==> config.mk <==
export PLATFORM = sky130hd
export DESIGN_NAME = heap_sram_arbiter
export DESIGN_NICKNAME = d
export VERILOG_FILES = /design/src/rtl/heap_sram_arbiter.sv
export SDC_FILE = /design/constraint.sdc
export NUM_CORES = 1
export LEC_CHECK = 0
export CAP_MARGIN = 5
export CORE_ASPECT_RATIO = 1.1
export CORE_MARGIN = 4
export CORE_UTILIZATION = 48
export CTS_BUF_LIST = sky130_fd_sc_hd__clkbuf_2
export CTS_CLUSTER_SIZE = 24
export DETAILED_ROUTE_END_ITERATION = 10
export PLACE_DENSITY = 0.88
export SLEW_MARGIN = 30
export SYNTH_ARGS = -nofsm -noshare
export SYNTH_HDL_FRONTEND = slang
export SYNTH_SLANG_ARGS = --single-unit
==> constraint.sdc <==
create_clock -name clk -period 4.4 [get_ports clk]
set_input_delay 0.66 -clock clk [delete_from_list [all_inputs] [get_ports clk]]
set_output_delay 0.66 -clock clk [all_outputs]
set_load 0.1 [all_outputs]
==> src/rtl/heap_sram_arbiter.sv <==
// Two-requester arbiter/sequencer in front of the byte-wide tree_sram.
// Word writes become four byte writes; reads return the little-endian word at addr.
module heap_sram_arbiter #(
  parameter int ADDR_W = 16,
  parameter int RR_EN  = 1
) (
  input  logic              clk,
  input  logic              rst_n,
  input  logic              m0_req,
  input  logic              m0_we,
  input  logic              m0_wword,
  input  logic [ADDR_W-1:0] m0_addr,
  input  logic [31:0]       m0_wdata,
  output logic              m0_gnt,
  output logic              m0_ack,
  input  logic              m1_req,
  input  logic              m1_we,
  input  logic              m1_wword,
  input  logic [ADDR_W-1:0] m1_addr,
  input  logic [31:0]       m1_wdata,
  output logic              m1_gnt,
  output logic              m1_ack,
  output logic [31:0]       rdata,
  output logic              sram_wen,
  output logic [ADDR_W-1:0] sram_addr,
  output logic [31:0]       sram_d,
  input  logic [31:0]       sram_q
);

  typedef enum logic [1:0] {
    IDLE     = 2'd0,
    RD_ISSUE = 2'd1,
    RD_CAP   = 2'd2,
    WR       = 2'd3
  } state_t;

  state_t            state_q, state_d;
  logic              port_q, port_d;
  logic              we_q, we_d;
  logic              wword_q, wword_d;
  logic [ADDR_W-1:0] addr_q, addr_d;
  logic [31:0]       wdata_q, wdata_d;
  logic [1:0]        k_q, k_d;
  logic              rr_ptr_q, rr_ptr_d;
  logic              m0_ack_q, m0_ack_d;
  logic              m1_ack_q, m1_ack_d;
  logic [31:0]       rdata_q, rdata_d;
  logic              sram_wen_q, sram_wen_d;
  logic [ADDR_W-1:0] sram_addr_q, sram_addr_d;
  logic [7:0]        sram_byte_q, sram_byte_d;

  logic              grant_any;
  logic              grant_port;
  logic              sel_we;
  logic              sel_wword;
  logic [ADDR_W-1:0] sel_addr;
  logic [31:0]       sel_wdata;
  logic              wr_last;
  logic [1:0]        k_nxt;

  always_ff @(posedge clk) begin
    if (!rst_n) begin
      state_q     <= IDLE;
      port_q      <= 1'b0;
      we_q        <= 1'b0;
      wword_q     <= 1'b0;
      addr_q      <= '0;
      wdata_q     <= '0;
      k_q         <= 2'd0;
      rr_ptr_q    <= 1'b0;
      m0_ack_q    <= 1'b0;
      m1_ack_q    <= 1'b0;
      rdata_q     <= '0;
      sram_wen_q  <= 1'b0;
      sram_addr_q <= '0;
      sram_byte_q <= '0;
    end else begin
      state_q     <= state_d;
      port_q      <= port_d;
      we_q        <= we_d;
      wword_q     <= wword_d;
      addr_q      <= addr_d;
      wdata_q     <= wdata_d;
      k_q         <= k_d;
      rr_ptr_q    <= rr_ptr_d;
      m0_ack_q    <= m0_ack_d;
      m1_ack_q    <= m1_ack_d;
      rdata_q     <= rdata_d;
      sram_wen_q  <= sram_wen_d;
      sram_addr_q <= sram_addr_d;
      sram_byte_q <= sram_byte_d;
    end
  end

  // rr_ptr_q names the port favoured on the next conflict.
  always_comb begin
    grant_any  = 1'b0;
    grant_port = 1'b0;
    if (rst_n && state_q == IDLE) begin
      if (m0_req && m1_req) begin
        grant_any  = 1'b1;
        grant_port = (RR_EN != 0) ? rr_ptr_q : 1'b0;
      end else if (m0_req) begin
        grant_any  = 1'b1;
        grant_port = 1'b0;
      end else if (m1_req) begin
        grant_any  = 1'b1;
        grant_port = 1'b1;
      end
    end

    sel_we    = grant_port ? m1_we    : m0_we;
    sel_wword = grant_port ? m1_wword : m0_wword;
    sel_addr  = grant_port ? m1_addr  : m0_addr;
    sel_wdata = grant_port ? m1_wdata : m0_wdata;
    wr_last   = !wword_q || (k_q == 2'd3);
    k_nxt     = k_q + 2'd1;

    state_d  = state_q;
    port_d   = port_q;
    we_d     = we_q;
    wword_d  = wword_q;
    addr_d   = addr_q;
    wdata_d  = wdata_q;
    k_d      = k_q;
    rr_ptr_d = rr_ptr_q;

    case (state_q)
      IDLE: begin
        k_d = 2'd0;
        if (grant_any) begin
          port_d   = grant_port;
          we_d     = sel_we;
          wword_d  = sel_wword;
          addr_d   = sel_addr;
          wdata_d  = sel_wdata;
          rr_ptr_d = ~grant_port;
          state_d  = sel_we ? WR : RD_ISSUE;
        end
      end
      RD_ISSUE: state_d = RD_CAP;
      RD_CAP:   state_d = IDLE;
      WR: begin
        k_d = k_nxt;
        if (wr_last) begin
          state_d = IDLE;
        end
      end
      default: state_d = IDLE;
    endcase
  end

  // SRAM bus values are registered one edge ahead of the state they belong to.
  always_comb begin
    m0_gnt      = grant_any && !grant_port;
    m1_gnt      = grant_any && grant_port;
    m0_ack_d    = 1'b0;
    m1_ack_d    = 1'b0;
    rdata_d     = rdata_q;
    sram_wen_d  = 1'b0;
    sram_addr_d = sram_addr_q;
    sram_byte_d = sram_byte_q;

    case (state_q)
      IDLE: begin
        if (grant_any) begin
          sram_addr_d = sel_addr;
          if (sel_we) begin
            sram_wen_d  = 1'b1;
            sram_byte_d = sel_wdata[7:0];
          end
        end
      end
      RD_CAP: begin
        rdata_d  = sram_q;
        m0_ack_d = !port_q;
        m1_ack_d = port_q;
      end
      WR: begin
        if (wr_last) begin
          m0_ack_d = !port_q;
          m1_ack_d = port_q;
        end else begin
          sram_wen_d  = 1'b1;
          sram_addr_d = addr_q + ADDR_W'(k_nxt);
          sram_byte_d = wdata_q[{k_nxt, 3'b000} +: 8];
        end
      end
      default: ;
    endcase
  end

  assign m0_ack    = m0_ack_q;
  assign m1_ack    = m1_ack_q;
  assign rdata     = rdata_q;
  assign sram_wen  = sram_wen_q;
  assign sram_addr = sram_addr_q;
  assign sram_d    = {24'b0, sram_byte_q};

endmodule

==> flow_summary.yaml <==
final_layout:
  layout_commonest_cell: "clkdlybuf4s50_1"
  n_fill_cell: 831
  drive_gt1_frac: 0.0730
  layout_common_cells: "clkdlybuf4s50_1, dfxtp_1, mux2i_1"
  area_growth_syn_to_layout_pct: 40.0
  final_nets: 872
logic_synthesis:
  synth_top_area_cell: "dfxtp_1"
  syn_area_um2: 5400
  syn_inst: 548
  yosysWarnings: 0
  synth.avg_cell_area_um2: 9.85
  synth-edff-count: 0
  synthDominantCellAreaShare: 0.423
  ys_seq_elements: 114
  ys_types: 48
  ys_seq_area_frac: 0.423
  synth_area_leaders: "dfxtp_1, mux2i_1, nor2b_1, o21ai_0, nand3_1"
  synthArstFlopShare: 0
  synth_ff_type: "dfxtp_1"
global_route:
  grt_pass1_wl_um: 22500
  grt_util_met1: 0.242
  busiest_layer: "met2"
  grt.met2_usage: 0.371
  antenna_found_initial: 1
  grt_max_degree: 89
  grt_pass1_vias: 4815
  overflow: 0
  grt_use_met3: 0.0602
  grt_use_total: 0.217
power_and_ir_drop:
  power_density_nw_per_um2: 644
  finalPower_w: 0.00487
  ir_worst_vdd_mv: 0.429
  leakagePower_nw: 2.95
timing:
  grt_setup_unrepaired: "no"
  fin_crit_sh: 0.721
  tightestPinTransition_ps: 1030
  finalHoldViolCount: 0
  max_freq_ghz: 0.315
  fin_ws_ps: 1230
  setup_violations: 0
  slew-limit-headroom: 0.313
  timing.final.crit_period_ps: 3170
  fin_skew_ps: 24.1
  fin_tns_setup_ps: 0
  drv_slew: 0
drt:
  via_per_inst: 5.33
  wirelength_um: 14300
  drc: 0
  num_vias: 4734
  drtIter0Drc: 294
  firstDrtPassIters: 5
  antenna_left: 0
  wl_per_cell_um: 16.1
clock_tree:
  cts_setup_buffers: 0
  cts-root-to-sink-buffers: 2
  clockRootBuffer: "clkbuf_2"
  htree_levels: 4
  postCtsHoldBufs: 0
  post_cts_resized: 0
  clk_latency_ps: 630
  cts_tree: "yes"
  numCtsBuffers: 17
  clock-sinks: 114
  cts.reportedPaths.clkPinSlew_ps: 150
placed_design:
  place.gp.congestion: 0.840
  dp_hpwl_um: 10900
  post-place-ws_ps: 1450
  port_buffers: 196
floorplanning:
  dieArea_um2: 13000
  io_pins: 221
  coreArea_um2: 11000
  die_y_um: 119
  die_w_um: 109
  row_count: 40
  initial_core_util: 0.492
critical_path:
  cp.arrival_ps: 2510
  cp-end-kind: "output port"
  worst-path-max-fanout: 13
  cp-start-kind: "flop"
  path_class: "flop to output port"
  crit_required_ps: 3740
min_path:
  hold_class: "flop to flop"
outcome:
  status: "complete, no violations"
flow_run:
  maxCapViolations: 0
[worst paths after layout]
path / slack (ps) / from / cells after the start / to
setup / recovery: 1230 / state_q[0] / 5 / m1_gnt
hold reg to reg: 470 / port_q / 2 / m1_ack
hold / removal: 470 / port_q / 2 / m1_ack
setup reg to reg: 1650 / k_q[0] / 7 / sram_addr[13]
[layer usage]
metal	vias to the layer above	wire length (um)
met4	0	403
met3	32	1080
met5	-	0
li1	2280	-
met1	2201	5620
met2	221	7180
[logic make-up after synthesis]
group                      after synthesis  share of synthesized area
AOI/OAI and AO/OA                      102                      0.132
adders and majority gates                9                     0.0223
other                                    1                   0.000695
buffers and inverters                   69                     0.0721
xor gates and xnor gates                13                     0.0211
DFF                                    114                      0.423
and+or+nand+nor                        156                      0.154
muxes                                   84                      0.175
[critical path, cell delays in order, from the launching register on]
cell	delay, ps
dfxtp_1	370
inv_1	160
ha_1	390
nand4_1	200
inv_1	400
buf_4	380
[sequential cells by signal (all words and copies together), names as in the netlist, 2 cells and up]
name	cells
k_q	2
wdata_q	32
sram_byte_q	8
sram_addr	16
rdata	32
addr_q	16
state_q	2
[area by class of cell]
| class | instances | area (um2) | area share |
|---|---|---|---|
| inverter | 5 | 18.8 | 0.00248 |
| tap | 147 | 184 | 0.0243 |
| antenna | 1 | 2.50 | 0.000331 |
| clock buffer | 17 | 85.1 | 0.0113 |
| timing repair buffer | 201 | 2000 | 0.265 |
| clock inverter | 15 | 148 | 0.0195 |
| multi-input combinational | 388 | 2840 | 0.375 |
| sequential | 114 | 2280 | 0.302 |
[cell usage after synthesis (2+ instances only)]
library cell  count
buf_1             2
o221ai_1          5
xnor2_1           8
nand2b_1          3
and2_1            5
buf_2            11
a222oi_1         12
xor2_1            5
a22o_1           15
ha_1              8
buf_6             2
a31o_2            2
a21boi_0          3
buf_4            27
nand3_1          46
nor2b_1          48
a21oi_1           5
nand2_1          31
clkbuf_1         22
nor3_1            2
o21ai_0          50
nor2_1            8
nand4_1           4
inv_1             5
mux2_2            2
dfxtp_1         114
mux2i_1          74
mux4_2            8
and3_1            2
[per-stage QoR]
step                 util  std cells  instance area, um2  hold slack, ps
detailed placement  0.667        855                7310             454
global route        0.690        888                7560             459
finish              0.690        888                7560             473
floorplan               -        571                5480             420
global placement    0.667        855                7310             448
CTS                 0.688        887                7540             442
[power breakdown]
part	internal (W)	switching (W)	total, W	leakage (nW)
combinational	0.000792	0.00186	0.00265	1.87
sequential	0.00133	0.000215	0.00154	0.935
clock	0.000301	0.000373	0.000674	0.138
total	0.00242	0.00245	0.00487	2.95
Power figures use the tool's default switching activity.
